--- src/rtl/rr_mux8to1_collector.sv ---
// Merges eight valid/ready producer channels into one registered output slot using round-robin arbitration.
// Latency is 1 cycle; the slot refills in the same cycle it drains, and in_ready stays low while the slot is FULL and stalled.
module rr_mux8to1_collector #(
    parameter int DATA_W = 8
) (
    input  logic                  clk,
    input  logic                  rst,
    input  logic [7:0]            in_valid,
    input  logic [8*DATA_W-1:0]   in_data,
    output logic [7:0]            in_ready,
    output logic                  out_valid,
    output logic [DATA_W-1:0]     out_data,
    output logic [2:0]            out_sel,
    input  logic                  out_ready
);

    typedef enum logic {
        EMPTY = 1'b0,
        FULL  = 1'b1
    } slot_e;

    slot_e             state_q, state_d;
    logic [DATA_W-1:0] data_q, data_d;
    logic [2:0]        sel_q, sel_d;
    logic [2:0]        ptr_q, ptr_d;
    logic [2:0]        grant;
    logic [2:0]        idx;
    logic              found;
    logic              load;

    // First requester at or after rr_ptr, scanning upward with wrap.
    always_comb begin
        grant = 3'd0;
        found = 1'b0;
        idx   = 3'd0;
        for (int k = 0; k < 8; k++) begin
            idx = ptr_q + 3'(k);
            if (!found && in_valid[idx]) begin
                grant = idx;
                found = 1'b1;
            end
        end
    end

    // Reset is included so no grant leaks out while rst is held.
    assign load = (state_q == EMPTY || out_ready) && found && !rst;

    always_comb begin
        state_d  = state_q;
        data_d   = data_q;
        sel_d    = sel_q;
        ptr_d    = ptr_q;
        in_ready = 8'h00;
        case (state_q)
            EMPTY:   if (load) state_d = FULL;
            FULL:    if (out_ready && !load) state_d = EMPTY;
            default: state_d = EMPTY;
        endcase
        if (load) begin
            data_d   = in_data[grant*DATA_W +: DATA_W];
            sel_d    = grant;
            ptr_d    = grant + 3'd1;
            in_ready = 8'(1) << grant;
        end
    end

    always_ff @(posedge clk or posedge rst) begin
        if (rst) begin
            state_q <= EMPTY;
            data_q  <= '0;
            sel_q   <= 3'd0;
            ptr_q   <= 3'd0;
        end else begin
            state_q <= state_d;
            data_q  <= data_d;
            sel_q   <= sel_d;
            ptr_q   <= ptr_d;
        end
    end

    assign out_valid = (state_q == FULL);
    assign out_data  = data_q;
    assign out_sel   = sel_q;

endmodule

--- config.mk ---
export PLATFORM = sky130hd
export DESIGN_NAME = rr_mux8to1_collector
export DESIGN_NICKNAME = d
export VERILOG_FILES = /design/src/rtl/rr_mux8to1_collector.sv
export SDC_FILE = /design/constraint.sdc
export NUM_CORES = 1
export LEC_CHECK = 0
export ABC_AREA = 1
export BUFFER_PORTS_ARGS = -buffer_cell sky130_fd_sc_hd__buf_4
export CORE_UTILIZATION = 54
export CTS_BUF_LIST = sky130_fd_sc_hd__clkbuf_8
export CTS_CLUSTER_SIZE = 14
export DETAILED_ROUTE_END_ITERATION = 8
export PLACE_DENSITY_LB_ADDON = 0.25
export SETUP_SLACK_MARGIN = 0.3
export SYNTH_ARGS = -nofsm -noshare
export SYNTH_HDL_FRONTEND = slang
export SYNTH_SLANG_ARGS = --single-unit
--- constraint.sdc ---
create_clock -name clk -period 4.18 [get_ports clk]
set_clock_uncertainty 0.05 [all_clocks]
set_input_delay 0 -clock clk [delete_from_list [all_inputs] [get_ports clk]]
set_output_delay 0 -clock clk [all_outputs]
set_load 0.02 [all_outputs]
==> results.md <==
* Post-Syn Area per Cell at 5.60 um2
* Number of global-route vias before repair at approximately 2400
* Layout cells sized above 1 at 29.6%
* Synthesized flop and latch total at 15
* TritonCTS clock tree: built
* Final Hold Vio Count at 0
* Die height at 65.9 um
* Final setup TNS at 0 ns
* Core Region at 3800 um2
* Synthesized area at between 2000 and 2500 um2
* Complex-gate fraction of the synthesized area at under 10%
* DIE AREA at ~4300 um2
* Routability Congestion at a little under 1
* Synth Area in Adders at 1.70%
* Setup crit end kind: output port
* Via count at 2843
* Final slew viol count at 0
* Synth-to-layout area growth at 33.0%
* Clock sink count at 15
* Initial antenna violation count at 0
* Die X at approximately 66 um
* Status: completed
* Final min period at 3.63 ns
* DRT antenna net count at 0
* Hpwl dp at 5150 um
* Final Cycle Share at 86.9%
* Worst slew pin tran at 0.829 ns
* Seq/Total Area, Yosys at between 10% and 20%
* FP Rows at 22
* First-pass DRT Iterations at 5
* Initial Util at 58.0%
* Avg Vias per Cell at 5.39
* Mapped Cells at 393
* DR iter-0 viols at 292
* Pin count of the biggest net entering global routing at 36
* Startpoint types: register
* GRT Util Overall at between 30% and 40%
* First-pass GRT wire length at roughly 11000 um
* Synth cell types at 31
* Largest family of logic cells by synthesized area: simple AND/OR/NAND/NOR gates
* Total gr overflow at 0
* Wire per inst at 12.9 um
* Ports at 95
* Worst slew margin at 44.6%
* CTS buffer count at 3
* H-tree depth at 1
* Synth warn at 0
* Crit Path Category: register to output port
* Clock-pin slew on the worst setup and hold paths at 0.07 ns
* Max-cap violations at 0
* Nets@finish at 558
* Port Buffers at 94
* Antenna cell count at 0
* Drc violations at 0
* Clock tree buffer depth at 2
* Syn nets at around 470
* Routed WL at ~6800 um
* Fmax at 275 MHz
* Xor/xnor cell area share of the yosys netlist at 1.87%
* Mux cell area share after synthesis at 0%
* Required time of the critical path at between 4 and 5 ns
* Setup violators final at 0
* CTS Root Buffer Type: clkbuf_8
* Fillers at 337
* Type of the worst min-delay path: input port to register
* CP Max Fanout at 18
* Clock Latency Late Sink at 0.25 ns
* RSZ-0062 raised after global routing: false
* Crit path arrival time at 3.58 ns
* Post-Synth Simple-Gate Area at 64.0%
==> metrics by stage <==
step,setup WS [ns],area [um2],hold slack (ns),util (%),cells
after detailed placement,0.576,2850,0.0620,75.0,520
after floorplan,1.33,2200,-0.133,-,393
final,0.549,2930,0.0815,77.1,527
after CTS,0.412,2910,0.0814,76.7,526
after global routing,0.303,2930,0.115,77.1,527
after global placement,0.783,2850,0.0477,75.0,520
==> placed cells by master, fill, tap and decap left out, types with 6 or more instances in the layout <==
| master | n |
|---|---|
| nand2_1 | 196 |
| buf_4 | 96 |
| nand3_1 | 61 |
| nor2_1 | 27 |
| inv_1 | 15 |
| nand3_2 | 14 |
| dfrtp_1 | 14 |
| inv_2 | 9 |
| nor2_2 | 6 |
| o21ai_0 | 6 |
==> per-layer routing <==
| metal | vias to the layer above | share of wire (%) | GRT usage [%] |
|---|---|---|---|
| met5 | - | 0 | 0 |
| met4 | 0 | 0.25 | 3.80 |
| met3 | 4 | 9.7 | 4.66 |
| met2 | 149 | 46 | 49.4 |
| met1 | 1269 | 44 | 44.7 |
| li1 | 1421 | - | - |
==> synth_stat cells <==
cell type / number / area [um2]
nand2_1: 196 / 736
nand3_1: 61 / 305
nor2_1: 28 / 105
dfrtp_1: 15 / 375
inv_1: 15 / 56.3
nand3_2: 13 / 130
inv_2: 9 / 33.8
buf_2: 6 / 30.0
buf_6: 6 / 67.6
o21ai_0: 6 / 30.0
buf_4: 5 / 37.5
nor2_2: 5 / 31.3
ha_1: 3 / 37.5
o21ai_1: 3 / 15.0
a21oi_1: 2 / 10.0
clkinv_1: 2 / 7.51
nand2_2: 2 / 12.5
nor2_4: 2 / 22.5
nor3_1: 2 / 10.0
a31oi_2: 1 / 12.5
nand3_4: 1 / 17.5
nand4_1: 1 / 6.26
nand4_2: 1 / 12.5
nand4_4: 1 / 21.3
o211ai_2: 1 / 12.5
o21bai_1: 1 / 7.51
o21bai_2: 1 / 11.3
o22ai_1: 1 / 6.26
xnor2_1: 1 / 8.76
xnor2_2: 1 / 16.3
xor2_2: 1 / 16.3
==> logic make-up after synthesis <==
logic type      after synthesis
buf+inv                      43
xor+xnor                      3
simple gates                313
compound gates               16
flops                        15
fa+ha+maj                     3
==> path summary, 6_finish.rpt <==
check                                  from          end  slack (ns)  cells after the start
worst max-delay path               ptr_q[0]  in_ready[7]        0.55                     17
max in group asynchronous               rst     ptr_q[0]        3.28                      3
min in group asynchronous               rst  out_data[0]        0.36                      3
worst max register to register     ptr_q[0]     ptr_q[2]        0.75                     16
worst min register to register   out_sel[2]   out_sel[2]        0.44                      2
worst min-delay path            in_data[59]  out_data[3]        0.08                      7
==> registers in the layout (all words and copies together), names as in the netlist <==
| signal | cells |
|---|---|
| out_data | 8 |
| out_sel | 3 |
| out_valid | 1 |
| ptr_q | 3 |
==> what timing repair did <==
item                       in CTS  in global routing
setup buffers                   0                  0
hold endpoints to repair       16                  0
gates resized for setup         0                  2
hold buffers                    2                  0
setup endpoints to repair       0                 17
==> final cells by class <==
class,count,area [um2],share of cell area (%)
Sequential cell,15,377,12.9
Multi-Input combinational cell,336,1610,54.9
Clock inverter,1,5.00,0.171
Inverter,26,97.6,3.33
Tap cell,48,60.1,2.05
Clock buffer,3,41.3,1.41
Timing Repair Buffer,98,741,25.3
==> worst max-delay path, stage by stage (launching register included) <==
cell and delay, ns:
dfrtp_2 0.53, inv_2 0.19, ha_1 0.43, inv_1 0.19, nand3_1 0.13, nand3_1 0.11, nand2_1 0.10, nor2_2 0.10
nand4_2 0.11, nor2_4 0.20, nand4_1 0.27, nand3_4 0.29, inv_2 0.09, nor2_1 0.13, ha_1 0.15, inv_1 0.04
nor2_1 0.11, buf_4 0.17
Power is not shown: default switching activity piles up to over one toggle a cycle in this logic, so the estimate is an artifact.
